File: src/rtl/jtpopeye_pkg.sv
// Shared constants and pixel types for the Popeye colour mixer.
package jtpopeye_pkg;
   localparam logic SEL_BAK      = 1'b0;
   localparam logic SEL_FG       = 1'b1;
   localparam int   PROM_SEL_BIT = 6;
   localparam int   RED_W        = 3;
   localparam int   GRN_W        = 3;
   localparam int   BLU_W        = 2;

   typedef struct packed {
      logic [RED_W-1:0] r;
      logic [GRN_W-1:0] g;
      logic [BLU_W-1:0] b;
   } rgb_t;

   function automatic rgb_t word2rgb(input logic [7:0] w);
      word2rgb = rgb_t'(w);
   endfunction
endpackage

File: src/rtl/jtpopeye_colmix_if.sv
// PROM download bus: the loader drives address/data/strobe, the mixer consumes them.
interface jtpopeye_colmix_if;
   logic [6:0] prog_addr;
   logic [7:0] prog_data;
   logic       prog_we;

   modport master (output prog_addr, output prog_data, output prog_we);
   modport slave  (input  prog_addr, input  prog_data, input  prog_we);
endinterface

File: src/rtl/jtpopeye_prom_dl.sv
// 64x8 palette PROM: synchronous read gated by i_cen, download write on every clk.
// A write to the address being read in the same cycle returns the old word.
module jtpopeye_prom_dl (
   input  logic       clk,
   input  logic       rst,
   input  logic       i_cen,
   input  logic [5:0] i_rd_addr,
   output logic [7:0] o_q,
   input  logic       i_we,
   input  logic [5:0] i_wr_addr,
   input  logic [7:0] i_wr_data
);
   logic [7:0] r_mem [64];
   logic [7:0] r_q;

   always_ff @(posedge clk) begin
      if (i_we) r_mem[i_wr_addr] <= i_wr_data;
   end

   always_ff @(posedge clk) begin
      if (rst)        r_q <= '0;
      else if (i_cen) r_q <= r_mem[i_rd_addr];
   end

   assign o_q = r_q;
endmodule

File: src/rtl/jtpopeye_colmix.sv
// Layer priority, frame-synchronous palette bank and PROM lookup; 2 pxl_cen latency.
// Optional JTPOPEYE_LAYER_MASK_EN: gfx_en gates txt/obj/bak layers.
module jtpopeye_colmix
   import jtpopeye_pkg::*;
#(
   parameter int BLANK_DLY = 2
) (
   input  logic               clk,
   input  logic               rst,
   input  logic               pxl_cen,
   input  logic               cpu_cen,
   input  logic               pal_we,
   input  logic [7:0]         cpu_dout,
   input  logic [4:0]         BAKC,
   input  logic [3:0]         obj_pxl,
   input  logic [3:0]         txt_pxl,
   input  logic               LHBL,
   input  logic               LVBL,
   input  logic               HS,
   input  logic               VS,
   jtpopeye_colmix_if.slave   dl,
   input  logic [2:0]         gfx_en,
   output logic [RED_W-1:0]   red,
   output logic [GRN_W-1:0]   green,
   output logic [BLU_W-1:0]   blue,
   output logic               LHBL_dly,
   output logic               LVBL_dly,
   output logic               HS_dly,
   output logic               VS_dly
);
   generate
      if (BLANK_DLY != 2) begin : g_bad_blank_dly
         $error("BLANK_DLY must equal the 2-stage pixel latency");
      end
   endgenerate

   logic [2:0]           w_en;
   logic                 w_unused_cpu;
   logic                 w_txt_on;
   logic                 w_obj_on;
   logic [4:0]           w_bak_idx;
   logic [4:0]           w_fg_idx;
   logic                 w_sel;
   logic [7:0]           w_bak_q;
   logic [7:0]           w_fg_q;
   logic [7:0]           w_q;
   logic                 w_vis;
   rgb_t                 w_rgb;

   logic                 r_pend_bank;
   logic                 r_act_bank;
   logic                 r_lvbl_last;
   logic [5:0]           r_bak_addr;
   logic [5:0]           r_fg_addr;
   logic                 r_sel1;
   logic                 r_sel2;
   logic [BLANK_DLY-1:0] r_hbl;
   logic [BLANK_DLY-1:0] r_vbl;
   logic [BLANK_DLY-1:0] r_hs;
   logic [BLANK_DLY-1:0] r_vs;

`ifdef JTPOPEYE_LAYER_MASK_EN
   assign w_en = gfx_en;
`else
   logic w_unused_gfx;
   assign w_unused_gfx = ^gfx_en;
   assign w_en         = 3'b111;
`endif
   assign w_unused_cpu = ^cpu_dout[7:1];

   always_comb begin
      w_txt_on  = w_en[2] && (txt_pxl != 4'd0);
      w_obj_on  = w_en[1] && (obj_pxl != 4'd0);
      w_bak_idx = w_en[0] ? BAKC : 5'd0;
      w_fg_idx  = w_txt_on ? {1'b1, txt_pxl} : {1'b0, obj_pxl};
      w_sel     = (w_txt_on || w_obj_on) ? SEL_FG : SEL_BAK;
   end

   always_ff @(posedge clk) begin
      if (rst) begin
         r_pend_bank <= 1'b0;
         r_act_bank  <= 1'b0;
         r_lvbl_last <= 1'b0;
         r_bak_addr  <= '0;
         r_fg_addr   <= '0;
         r_sel1      <= SEL_BAK;
         r_sel2      <= SEL_BAK;
         r_hbl       <= '0;
         r_vbl       <= '0;
         r_hs        <= '0;
         r_vs        <= '0;
      end else begin
         if (pal_we && cpu_cen) r_pend_bank <= cpu_dout[0];
         if (pxl_cen) begin
            // A bank write on this same edge is not yet visible: copy sees the old pending value
            r_lvbl_last <= LVBL;
            if (r_lvbl_last && !LVBL) r_act_bank <= r_pend_bank;
            r_bak_addr <= {r_act_bank, w_bak_idx};
            r_fg_addr  <= {r_act_bank, w_fg_idx};
            r_sel1     <= w_sel;
            r_sel2     <= r_sel1;
            r_hbl      <= {r_hbl[BLANK_DLY-2:0], LHBL};
            r_vbl      <= {r_vbl[BLANK_DLY-2:0], LVBL};
            r_hs       <= {r_hs[BLANK_DLY-2:0], HS};
            r_vs       <= {r_vs[BLANK_DLY-2:0], VS};
         end
      end
   end

   jtpopeye_prom_dl u_bak_prom (
      .clk       (clk),
      .rst       (rst),
      .i_cen     (pxl_cen),
      .i_rd_addr (r_bak_addr),
      .o_q       (w_bak_q),
      .i_we      (dl.prog_we && !dl.prog_addr[PROM_SEL_BIT]),
      .i_wr_addr (dl.prog_addr[5:0]),
      .i_wr_data (dl.prog_data)
   );

   jtpopeye_prom_dl u_fg_prom (
      .clk       (clk),
      .rst       (rst),
      .i_cen     (pxl_cen),
      .i_rd_addr (r_fg_addr),
      .o_q       (w_fg_q),
      .i_we      (dl.prog_we && dl.prog_addr[PROM_SEL_BIT]),
      .i_wr_addr (dl.prog_addr[5:0]),
      .i_wr_data (dl.prog_data)
   );

   // PROM word and delayed blanking both land on the second pxl_cen, so no extra register
   assign w_q   = (r_sel2 == SEL_FG) ? w_fg_q : w_bak_q;
   assign w_vis = r_hbl[BLANK_DLY-1] && r_vbl[BLANK_DLY-1];
   assign w_rgb = w_vis ? word2rgb(w_q) : '0;

   assign red      = w_rgb.r;
   assign green    = w_rgb.g;
   assign blue     = w_rgb.b;
   assign LHBL_dly = r_hbl[BLANK_DLY-1];
   assign LVBL_dly = r_vbl[BLANK_DLY-1];
   assign HS_dly   = r_hs[BLANK_DLY-1];
   assign VS_dly   = r_vs[BLANK_DLY-1];
endmodule

File: src/flat_wrapper.sv
// flat-port wrapper written by rule: the top's interface ports become plain ports
module jtpopeye_colmix_flat import jtpopeye_pkg::*;
#(
   parameter int BLANK_DLY = 2
)
  (clk, rst, pxl_cen, cpu_cen, pal_we, cpu_dout, BAKC, obj_pxl, txt_pxl, LHBL, LVBL, HS, VS, gfx_en, red, green, blue, LHBL_dly, LVBL_dly, HS_dly, VS_dly, dl_prog_addr, dl_prog_data, dl_prog_we);
  jtpopeye_colmix_if dl_i ();
  input  logic clk;
  input  logic rst;
  input  logic pxl_cen;
  input  logic cpu_cen;
  input  logic pal_we;
  input  logic [7:0] cpu_dout;
  input  logic [4:0] BAKC;
  input  logic [3:0] obj_pxl;
  input  logic [3:0] txt_pxl;
  input  logic LHBL;
  input  logic LVBL;
  input  logic HS;
  input  logic VS;
  input  logic [2:0] gfx_en;
  output logic [RED_W-1:0] red;
  output logic [GRN_W-1:0] green;
  output logic [BLU_W-1:0] blue;
  output logic LHBL_dly;
  output logic LVBL_dly;
  output logic HS_dly;
  output logic VS_dly;
  input wire logic [$bits(dl_i.prog_addr)-1:0] dl_prog_addr;
  input wire logic [$bits(dl_i.prog_data)-1:0] dl_prog_data;
  input wire logic [$bits(dl_i.prog_we)-1:0] dl_prog_we;
  assign dl_i.prog_addr = dl_prog_addr;
  assign dl_i.prog_data = dl_prog_data;
  assign dl_i.prog_we = dl_prog_we;
  jtpopeye_colmix #(.BLANK_DLY(BLANK_DLY)) u_core (.clk(clk), .rst(rst), .pxl_cen(pxl_cen), .cpu_cen(cpu_cen), .pal_we(pal_we), .cpu_dout(cpu_dout), .BAKC(BAKC), .obj_pxl(obj_pxl), .txt_pxl(txt_pxl), .LHBL(LHBL), .LVBL(LVBL), .HS(HS), .VS(VS), .dl(dl_i), .gfx_en(gfx_en), .red(red), .green(green), .blue(blue), .LHBL_dly(LHBL_dly), .LVBL_dly(LVBL_dly), .HS_dly(HS_dly), .VS_dly(VS_dly));
endmodule
File: config.mk
export PLATFORM = sky130hd
export DESIGN_NAME = jtpopeye_colmix_flat
export DESIGN_NICKNAME = d
export VERILOG_FILES = /design/src/rtl/jtpopeye_pkg.sv /design/src/rtl/jtpopeye_colmix_if.sv /design/src/rtl/jtpopeye_prom_dl.sv /design/src/rtl/jtpopeye_colmix.sv /design/src/flat_wrapper.sv
export SDC_FILE = /design/constraint.sdc
export NUM_CORES = 1
export LEC_CHECK = 0
export CORE_MARGIN = 2
export CORE_UTILIZATION = 45
export CTS_CLUSTER_DIAMETER = 40
export DETAILED_ROUTE_END_ITERATION = 8
export SLEW_MARGIN = 20
export SYNTH_ARGS = -nofsm -noshare
export SYNTH_HDL_FRONTEND = slang
export SYNTH_SLANG_ARGS = --single-unit
File: constraint.sdc
create_clock -name clk -period 2.4 [get_ports clk]
set_clock_uncertainty 0.05 [all_clocks]
set_input_delay 0.48 -clock clk [delete_from_list [all_inputs] [get_ports clk]]
set_output_delay 0.48 -clock clk [all_outputs]
set_load 0.1 [all_outputs]
Yosys cells after proc, flatten, opt, wreduce, memory -nomap -nowiden:

Memory sizes are Yosys's and may differ from the RTL's. A register that Yosys moved wholly into a read port is not among the register bits.
Cells that the tools add are included.

* memories: 2
* bits in registers: 25
* output and inout port bits: 12
* logic and storage cells: 32
* bits of input ports: 49
* RAM bits: 1024

Memories
* u_core.u_bak_prom.r_mem: depth 64, width 8, rd ports 1, clocked after Yosys merged registers in 1, wr ports 1, line jtpopeye_prom_dl.sv:13 `logic [7:0] r_mem [64];`
* u_core.u_fg_prom.r_mem: depth 64, width 8, rd ports 1, clocked after Yosys merged registers in 1, wr ports 1, line jtpopeye_prom_dl.sv:13

* reduce and logical (&&, ||, !) cells: 11
* muxes and demuxes: 8

Operator list (count)
* $mux W8: 2
* $reduce_bool A4 Y1: 2
* $logic_and A1 B1 Y1: 5
* $mux W1: 5
* $mux W5: 1
* $logic_not A1 Y1: 2
* $reduce_and A2 Y1: 1
* $logic_or A1 B1 Y1: 1

Longest topological paths before layout:

Gate-level depths: netlist of run 1.

* depth in word-level cells: 4
* mapped depth: 8
* gate-level depth less buffers: 5

Hierarchy:

A second synthesis of run 1 with hierarchy kept.

* cells, all modules: 2184
* area, all modules: 41414.7 µm²

By module, submodules not included
* jtpopeye_prom_dl: sequential area each 15534.9 µm², instances 2, area each 20188.1 µm², cells an instance 1039
* jtpopeye_colmix: sequential area each 460.4 µm², instances 1, area each 1038.5 µm², cells an instance 106

Worst setup path after synthesis of run 1:

Ideal clock, no wire load.

* path kind: reg-to-output
* from: register u_core.r_vbl[1]
* to: output blue[0]
* data required time: 1.870 ns
* path slack: -0.753 ns
* cell stages (with the launch flop): 3
* path buffers: 0
* data arrival time: 2.623 ns
* cells stage by stage: dfxtp_1 -> nand2_1 -> nor2_1

* longest elaborated chain between the ends: 2

RTL lines
* start: declaration: line jtpopeye_colmix.sv:58 `logic [BLANK_DLY-1:0] r_vbl;`
* start signal: assignment: line jtpopeye_colmix.sv:103 `r_vbl <= {r_vbl[BLANK_DLY-2:0], LVBL};`
* $logic_and A1 B1 Y1: line jtpopeye_colmix.sv:134 `assign w_vis = r_hbl[BLANK_DLY-1] && r_vbl[BLANK_DLY-1];`
* $mux W8: line jtpopeye_colmix.sv:135 `assign w_rgb = w_vis ? word2rgb(w_q) : '0;`
* end: declaration: line flat_wrapper.sv:24 `output logic [BLU_W-1:0] blue;`

Every way passes these cells.

==> results.sh, run 1 <==
export IMPL_htree_levels=4
export IMPL_drv_cap=0
export IMPL_num_vias=22200
export IMPL_grt_util_all_layers_pct=21.1
export IMPL_yosysWarnings=0
export IMPL_gp_congestion=0.841
export IMPL_first_iter_violations=2041
export IMPL_synth_most_common_cell="edfxtp_1"
export IMPL_cp_start_kind="flop"
export IMPL_crit_top_cell="buf_4"
export IMPL_synthFlopType="edfxtp_1"
export IMPL_core_mm2=0.0915
export IMPL_overflow=0
export IMPL_critical_path_max_fanout=8
export IMPL_port_buffers=50
export IMPL_fin_cells=3890
export IMPL_wl_per_cell_um=25.5
export IMPL_p_per_area_mw_per_mm2=841
export IMPL_syn_area_per_cell_um2=19.0
export IMPL_die_area_mm2=0.0946
export IMPL_drc=0
export IMPL_clockBufferDepth=3
export IMPL_tightest_slew_ps=946
export IMPL_postSynthNetCount=2232
export IMPL_io_pins=61
export IMPL_async_reset_ff_share_pct=0
export IMPL_crit_family="compound AO/OA/AOI/OAI gates"
export IMPL_fmax_ghz=0.423
export IMPL_worstSkewPairLatency_ps=710
export IMPL_post_place_cells=3638
export IMPL_cts_made_buffers=130
export IMPL_dieHeight_um=308
export IMPL_dp_hpwl_um=63000
export IMPL_areaGrowthSynthToFinish_pct=23.1
export IMPL_nets=2651
export IMPL_peakVddDrop_mv=0.499
export IMPL_cts_sinks=1063
export IMPL_fp_row_count=111
export IMPL_fillers=6843
export IMPL_cp_cell_sequence="buf_6 > nor2b_1 > buf_4 > a22o_1 > a2111oi_1 > nor4_2 > buf_4 > o221ai_1"
export IMPL_rsz0062_at_grt="true"
export IMPL_synth_area_leader_cell="edfxtp_1"
export IMPL_initial_core_util_pct=45.3
export IMPL_crit_buf_inv=3
export IMPL_antenna_found_initial=3
export IMPL_drv_slew=0
export IMPL_synth_distinct_cells=38
export IMPL_ant_nets=0
export IMPL_period_share_pct=98.6
export IMPL_grt_pass1_vias=22500
export IMPL_netlist_instances=2183
export IMPL_arrival_ps=2940
export IMPL_slew_headroom_pct=36.8
export IMPL_cp_slowest_stage_delay_ps=620
export IMPL_path_clk_slew_ps=60
export IMPL_synth_common_cells="edfxtp_1 (1024), nor2_1 (161), mux2i_1 (154)"
export IMPL_critPathCaptureType="flop"
export IMPL_p_leak_nw=16.7
export IMPL_diodes=0
export IMPL_synth_seq_cells=1063
export IMPL_hold_viol_final=0
export IMPL_vias_per_cell=5.70
export IMPL_crit_required_ps=2980
export IMPL_syn_area_mm2=0.0415
export IMPL_die_x_um=308
export IMPL_synth_area_leaders="edfxtp_1 (74%), mux4_2 (7.0%), mux2i_1 (3.7%), a22o_1 (2.0%), dfxtp_1 (1.9%)"
export IMPL_grt_max_degree=129
export IMPL_final_min_clock_period_ps=2370
export IMPL_hold_path_class="input port to flop"
export IMPL_cpMaxStageDelayCell="a2111oi_1"
export IMPL_tritoncts="done"
export IMPL_synth_edf_count=1024
export IMPL_yosysSeqAreaShare_pct=76.0
export IMPL_criticalPathCategory="flop to flop"
export IMPL_grt_first_pass_wirelength_um=146000
export IMPL_yosys_area_top_type_share_pct=74.2
export IMPL_drt_total_wl_um=99300
export IMPL_status="finished clean"
export IMPL_fin_util_pct=55.8
export IMPL_drive_above_1_share_pct=32.1
export IMPL_firstDrtPassIters=7
export IMPL_clockRootBuffer="clkbuf_16"
export IMPL_setup_violations=0
sequential cells by signal, indices dropped and copies added, names as in the netlist:
register / count
u_core.r_act_bank: 1
u_core.r_bak_addr: 5
u_core.r_fg_addr: 6
u_core.r_hbl: 2
u_core.r_hs: 2
u_core.r_pend_bank: 1
u_core.r_sel1: 1
u_core.r_sel2: 1
u_core.r_vbl: 2
u_core.r_vs: 2
u_core.u_bak_prom.o_q: 8
u_core.u_bak_prom.r_mem: 512
u_core.u_fg_prom.o_q: 8
u_core.u_fg_prom.r_mem: 512
power by group:
group / switching, mW / total, mW / leakage (nW) / internal, mW
registers: 0.0818 / 20.5 / 9.53 / 20.4
clock network: 7.59 / 20.0 / 2.16 / 12.4
logic: 1.39 / 2.45 / 5.06 / 1.06
total: 9.06 / 42.9 / 16.7 / 33.9
per-layer routing:
metal	share of wire, %	GRT usage (%)
met1	43	30.2
met2	46	32.7
met3	8.3	4.69
met4	2.2	6.17
met5	0.0091	0
layout make-up:
type | count | area (um2) | area share (%)
Clock inverter | 85 | 1060 | 2.07
Timing Repair Buffer | 425 | 4020 | 7.88
Tap cell | 1186 | 1480 | 2.91
Multi-Input combinational cell | 971 | 9490 | 18.6
Clock buffer | 149 | 3420 | 6.69
Sequential cell | 1063 | 31500 | 61.8
Inverter | 11 | 41.3 | 0.0809
path summary, 6_finish.rpt:
check / cells past startpoint / start / end / slack, ps
worst max-delay path: 8 / u_core.r_fg_addr[0] / u_core.u_fg_prom.o_q[7] / 30
worst max register to register: 8 / u_core.r_fg_addr[0] / u_core.u_fg_prom.o_q[7] / 30
worst min-delay path: 2 / rst / u_core.r_sel2 / 180
worst min register to register: 2 / u_core.r_pend_bank / u_core.r_pend_bank / 420
stage by stage:
stage	power (mW)	setup slack, ps	setup TNS, ps	hold slack [ps]	area (um2)
after global placement	23.2	-173	-18530	418	46100
final	42.9	33.7	0	182	51100
after CTS	43.2	1.25	0	111	50800
after global routing	44.2	-57.6	-179	164	51100
after floorplan	22.0	31.6	0	386	41500
after detailed placement	23.2	-153	-19790	407	46100
timing repair:
| action | in CTS | in global routing |
|---|---|---|
| endpoints found under the setup margin | 19 | 20 |
| resized for setup | 28 | 41 |
| hold endpoints to repair | 4 | 0 |
| buffers inserted | 0 | 16 |
| pin swaps | 1 | 6 |
| hold buffers | 2 | 0 |
| cloned | 1 | 0 |
logic make-up (layout without fill, tap and decap cells):
| group | Yosys count | in the layout | share of synthesized area (%) |
|---|---|---|---|
| compound gates | 280 | 280 | 5.46 |
| buf+inv | 149 | 670 | 1.87 |
| flops | 1063 | 1063 | 76.0 |
| mux | 346 | 346 | 12.4 |
| simple gates | 345 | 345 | 4.23 |
layout by cell type (no fill, tap or decap), types with 20 or more instances in the layout:
master,instances
edfxtp_1,1024
buf_4,330
nor2_1,151
mux2i_1,146
clkbuf_16,133
mux4_2,128
a22o_1,94
nor2b_1,69
a211oi_1,65
mux2_2,64
buf_12,60
a2111oi_0,40
o22ai_1,32
dfxtp_1,32
clkdlybuf4s50_1,28
nand2_1,25
or3b_2,20
Note: power is estimated with default switching activity, not from simulation.
==> run 2, diff against run 1 <==
--- a/config.mk
+++ b/config.mk
@@ -8,7 +8,9 @@
 export CORE_MARGIN = 2
 export CORE_UTILIZATION = 45
 export CTS_CLUSTER_DIAMETER = 40
+export CTS_CLUSTER_SIZE = 8
 export DETAILED_ROUTE_END_ITERATION = 8
+export PLACE_DENSITY = 0.63
 export SLEW_MARGIN = 20
 export SYNTH_ARGS = -nofsm -noshare
 export SYNTH_HDL_FRONTEND = slang
==> run 2 against run 1 <==
  * Routed wire length increased by 0.19%
  * Combinational power about the same
  * Register-to-register slack about the same
  * Final cell count increased by 0.57%
  * Design area increased by 0.90%
  * Count of clock-buffer cells in the layout increased by 82
  * Hold slack got worse by 120 ps
  * Die area unchanged
  * Highest routed layer unchanged
==> results.sh, run 2 (synthesis results as in run 1) <==
export IMPL_status="finished clean"
export IMPL_fin_util_pct=56.3
export IMPL_reg_largest_list="u_core.u_bak_prom.r_mem x512, u_core.u_fg_prom.r_mem x512"
export IMPL_cpMaxStageDelayCell="dfxtp_2"
export IMPL_crit_end="blue[1]"
export IMPL_first_iter_violations=2104
export IMPL_layout_commonest_cell="edfxtp_1"
export IMPL_critical_path_max_fanout=9
export IMPL_tritoncts="done"
export IMPL_power_total_mw=44.0
export IMPL_initial_core_util_pct=45.3
export IMPL_post_place_cells=3620
export IMPL_rsz0062_at_grt="true"
export IMPL_fmax_ghz=0.420
export IMPL_vias_per_cell=5.72
export IMPL_htree_levels=4
export IMPL_wl_per_cell_um=25.4
export IMPL_cts_sinks=1063
export IMPL_criticalPathCategory="flop to primary output"
export IMPL_multiInputGateArea_mm2=0.00959
export IMPL_period_share_pct=99.1
export IMPL_globalRouteMet2Util_pct=33.1
export IMPL_num_vias=22400
export IMPL_die_area_mm2=0.0946
export IMPL_hold_viol_final=0
export IMPL_tightest_slew_ps=1090
export IMPL_place_area_mm2=0.0460
export IMPL_diodes=0
export IMPL_drv_cap=0
export IMPL_peakVddDrop_mv=0.557
export IMPL_hold_path_class="input port to flop"
export IMPL_cp_depth=4
export IMPL_firstDrtPassIters=6
export IMPL_worstSkewPairLatency_ps=760
export IMPL_crit_top_cell="buf_12"
export IMPL_reg2reg_depth=5
export IMPL_cts_made_buffers=161
export IMPL_arrival_ps=1850
export IMPL_fp_row_count=111
export IMPL_top_usage_layer="met2"
export IMPL_core_mm2=0.0915
export IMPL_final_area_mm2=0.0515
export IMPL_drive_above_1_share_pct=31.7
export IMPL_overflow=0
export IMPL_crit_family="buffers and inverters"
export IMPL_p_leak_nw=16.9
export IMPL_clockBufferDepth=3
export IMPL_startpoint="u_core.r_sel2"
export IMPL_grt_first_pass_wirelength_um=148000
export IMPL_seq_area_mm2=0.0316
export IMPL_grt_max_degree=129
export IMPL_cp_slowest_stage_delay_ps=320
export IMPL_critPathCaptureType="primary output"
export IMPL_pre_cts_slack_ps=-253
export IMPL_clockRootBuffer="clkbuf_16"
export IMPL_port_buffers=50
export IMPL_slew_headroom_pct=25.7
export IMPL_setup_slack_ps=21.0
export IMPL_setup_violations=0
export IMPL_ant_nets=0
export IMPL_r2r_setup_slack_ps=20
export IMPL_grt_use_met1_pct=30.2
export IMPL_cp_cell_sequence="buf_12 > mux2i_2 > nor2_4 > buf_12"
export IMPL_fillers=6775
export IMPL_cp_start_kind="flop"
export IMPL_dieHeight_um=308
export IMPL_nets=2674
export IMPL_areaGrowthSynthToFinish_pct=24.2
export IMPL_crit_required_ps=1870
export IMPL_timing_rr_start="u_core.r_bak_addr[0]"
export IMPL_crit_buf_inv=2
export IMPL_drc=0
export IMPL_die_x_um=308
export IMPL_grt_use_met3_pct=4.74
export IMPL_grt_util_all_layers_pct=21.3
export IMPL_path_clk_slew_ps=50
export IMPL_drt_total_wl_um=99500
export IMPL_critical_path_reg2reg_endpoint="u_core.u_bak_prom.o_q[0]"
export IMPL_final_cell_mix="edfxtp_1 (1024), buf_4 (313), clkbuf_16 (164), nor2_1 (150), mux2i_1 (146)"
export IMPL_gp_congestion=0.891
export IMPL_dp_hpwl_um=62300
export IMPL_final_min_clock_period_ps=2380
export IMPL_drv_slew=0
export IMPL_fin_cells=3912
export IMPL_grt_pass1_vias=23200
export IMPL_p_per_area_mw_per_mm2=854
export IMPL_antenna_found_initial=2
export IMPL_io_pins=61
run 2: timing repair:
action                     CTS  global route
resized for setup           47            56
setup buffers                7            17
pin swaps                    1            10
setup endpoints to repair   24            24
cloned                       0             3
hold endpoints to repair     3             0
hold buffers                 1             0
run 2: cell type report:
cell class | instances | share of cell area [%]
inverters | 11 | 0.0801
clock inverters | 33 | 0.845
multi-input cells | 972 | 18.6
well taps | 1186 | 2.88
repair buffers | 416 | 7.85
clock buffers | 231 | 8.49
flip-flops and latches | 1063 | 61.2
run 2: worst min-delay path by stage:
| stage | startpoint | to | slack (ps) | cells past startpoint |
|---|---|---|---|---|
| finish | pxl_cen | u_core.r_vbl[1] | 70 | 3 |
| global route | pxl_cen | u_core.r_vbl[1] | 70 | 3 |
| CTS | pxl_cen | u_core.r_vbl[1] | 30 | 3 |
| detailed placement | u_core.r_vbl[1] | u_core.r_vbl[1] | 430 | 2 |
| global placement | u_core.r_vbl[0] | u_core.r_vbl[1] | 420 | 2 |
| floorplan | u_core.r_pend_bank | u_core.r_pend_bank | 390 | 2 |
run 2: per-layer routing:
layer | wire length [um] | vias up
met1 | 42500 | 11500
met4 | 2210 | 4
li1 | - | 9851
met3 | 7720 | 158
met5 | 23 | -
met2 | 47000 | 833
run 2: per-stage QoR:
stage	hold slack [ps]	TNS [ps]
after global placement	417	-65880
after global routing	70.5	-215
after CTS	26.4	-33.8
after floorplan	386	0
after detailed placement	426	-62330
final	66.5	0
run 2: where the power goes:
group	switching, mW	internal (mW)	total (mW)
sequential	0.0834	20.5	20.6
clock	7.91	13.0	20.9
combinational	1.41	1.07	2.48
run 2: worst register-to-register path, cell delays in order (launching register included):
cell,delay (ps)
dfxtp_4,440
buf_12,200
mux4_2,500
a22o_1,280
nor4_1,510
o221ai_1,240
==> run 3, diff against run 2 <==
--- a/config.mk
+++ b/config.mk
@@ -5,12 +5,14 @@
 export SDC_FILE = /design/constraint.sdc
 export NUM_CORES = 1
 export LEC_CHECK = 0
+export CELL_PAD_IN_SITES_DETAIL_PLACEMENT = 1
+export CELL_PAD_IN_SITES_GLOBAL_PLACEMENT = 2
 export CORE_MARGIN = 2
-export CORE_UTILIZATION = 45
+export CORE_UTILIZATION = 44
 export CTS_CLUSTER_DIAMETER = 40
 export CTS_CLUSTER_SIZE = 8
 export DETAILED_ROUTE_END_ITERATION = 8
-export PLACE_DENSITY = 0.63
+export PLACE_DENSITY = 0.75
 export SLEW_MARGIN = 20
 export SYNTH_ARGS = -nofsm -noshare
 export SYNTH_HDL_FRONTEND = slang
==> run 3 against run 2 <==
  * Design area barely moved
  * First-iteration DRC count rose by 3.8%
  * Utilization down 1.1 points
  * Global-route usage is 1.8 points higher
  * Combinational power increased by 3%
  * Via count rose by 2.4%
  * Worst setup slack better by 26 ps
  * Hold slack better by 44 ps
  * Sequential cell count stayed put
  * Clock power hardly changed
  * Routed wire length is 11% higher
  * Highest routed layer unchanged
  * Non-clock buffer count down 6
==> results.sh, run 3 (synthesis results as in run 1) <==
export IMPL_dp_hpwl_um=67900
export IMPL_multiInputGateArea_mm2=0.00957
export IMPL_tightest_slew_ps=821
export IMPL_ant_nets=0
export IMPL_power_total_mw=44.2
export IMPL_dieHeight_um=311
export IMPL_r2r_setup_slack_ps=50
export IMPL_fin_cells=3949
export IMPL_setup_violations=0
export IMPL_cts_sinks=1063
export IMPL_path_clk_slew_ps=50
export IMPL_drt_total_wl_um=111000
export IMPL_tritoncts="done"
export IMPL_period_share_pct=98.1
export IMPL_p_per_area_mw_per_mm2=858
export IMPL_cts_made_buffers=163
export IMPL_num_vias=22900
export IMPL_hold_start="dl_prog_data[0]"
export IMPL_drv_slew=0
export IMPL_setup_slack_ps=46.6
export IMPL_reg2reg_depth=8
export IMPL_grt_max_degree=129
export IMPL_grt_first_pass_wirelength_um=164000
export IMPL_gp_congestion=0.842
export IMPL_peakVddDrop_mv=0.586
export IMPL_drc=0
export IMPL_arrival_ps=2890
export IMPL_hold_path_class="input port to flop"
export IMPL_criticalPathCategory="flop to flop"
export IMPL_layout_commonest_cell="edfxtp_1"
export IMPL_die_area_mm2=0.0967
export IMPL_fmax_ghz=0.425
export IMPL_port_buffers=50
export IMPL_status="finished clean"
export IMPL_p_leak_nw=16.9
export IMPL_critical_path_reg2reg_endpoint="u_core.u_bak_prom.o_q[2]"
export IMPL_fp_row_count=112
export IMPL_first_iter_violations=2184
export IMPL_cp_start_kind="flop"
export IMPL_initial_core_util_pct=44.4
export IMPL_slew_headroom_pct=43.9
export IMPL_pre_cts_slack_ps=-215
export IMPL_crit_required_ps=2930
export IMPL_final_cell_mix="edfxtp_1 (1024), buf_4 (313), clkbuf_16 (170), mux2i_1 (152), nor2_1 (151)"
export IMPL_firstDrtPassIters=5
export IMPL_grt_util_all_layers_pct=23.0
export IMPL_worstSkewPairLatency_ps=750
export IMPL_areaGrowthSynthToFinish_pct=24.2
export IMPL_post_place_cells=3688
export IMPL_drive_above_1_share_pct=31.8
export IMPL_timing_rr_start="u_core.r_bak_addr[0]"
export IMPL_hold_viol_final=0
export IMPL_wl_per_cell_um=28.0
export IMPL_die_x_um=311
export IMPL_io_pins=61
export IMPL_critPathCaptureType="flop"
export IMPL_grt_pass1_vias=24400
export IMPL_fillers=8319
export IMPL_clockBufferDepth=3
export IMPL_nets=2669
export IMPL_holdPathEnd="u_core.u_bak_prom.r_mem[7][0]"
export IMPL_overflow=0
export IMPL_vias_per_cell=5.80
export IMPL_antenna_found_initial=4
export IMPL_whs_path_depth=1
export IMPL_clockRootBuffer="clkbuf_16"
export IMPL_final_min_clock_period_ps=2350
export IMPL_core_mm2=0.0933
export IMPL_seq_area_mm2=0.0316
export IMPL_reg_largest_list="u_core.u_bak_prom.r_mem x512, u_core.u_fg_prom.r_mem x512"
export IMPL_drv_cap=0
export IMPL_critical_path_max_fanout=10
export IMPL_rsz0062_at_grt="true"
export IMPL_fin_util_pct=55.2
export IMPL_htree_levels=4
-- run 3: final cells by class --
class / instances / share of cell area [%]
Multi-Input combinational cell: 971 / 18.6
Sequential cell: 1063 / 61.3
Clock buffer: 203 / 8.44
Antenna cell: 1 / 0.00486
Inverter: 11 / 0.0802
Timing Repair Buffer: 410 / 7.79
Clock inverter: 36 / 0.799
Tap cell: 1254 / 3.05
-- run 3: timing repair --
item / in CTS / in global routing
gates resized for setup: 36 / 55
buffers inserted: 3 / 15
cloned: 1 / 2
hold buffers: 0 / 0
endpoints found under the setup margin: 24 / 22
pin swaps: 1 / 9
-- run 3: stage by stage --
step	hold slack (ps)	setup TNS [ps]	instance area, um2
floorplan	386	0	41500
finish	110	0	51500
global route	97.0	-60.5	51500
CTS	68.3	-10.5	51100
global placement	405	-3670	46100
detailed placement	431	-6200	46100
-- run 3: how the worst max path moves through the flow --
stage                         start                       end  slack [ps]
6_report       u_core.r_bak_addr[0]  u_core.u_bak_prom.o_q[2]          50
5_1_grt        u_core.r_bak_addr[0]  u_core.u_bak_prom.o_q[2]         -40
4_1_cts        u_core.r_bak_addr[0]  u_core.u_bak_prom.o_q[5]          -8
3_5_place_dp   u_core.r_bak_addr[0]  u_core.u_bak_prom.o_q[0]        -210
3_3_place_gp   u_core.r_bak_addr[0]  u_core.u_bak_prom.o_q[0]        -450
2_1_floorplan       u_core.r_vbl[1]                   blue[0]          30
-- run 3: where the power goes --
group	leakage [nW]	total [mW]	internal, mW	switching, mW
logic	5.05	2.55	1.09	1.46
registers	9.53	20.6	20.5	0.0791
clock network	2.31	21.1	13.2	7.86
total	16.9	44.2	34.8	9.40
-- run 3: critical path: stages, from the launching register on --
cell and delay [ps]:
dfxtp_4 350, buf_12 150, buf_6 140, buf_12 150
mux4_2 530, a22o_4 260, nor4_4 280, buf_4 160
o221ai_1 110
-- run 3: metal layers --
layer,vias to the layer above,part of all wire (%),global-route usage (%)
li1,9800,-,-
met3,176,6.6,4.01
met1,12100,43,32.1
met5,-,0.0072,0
met4,2,2.3,6.80
met2,856,48,37.3
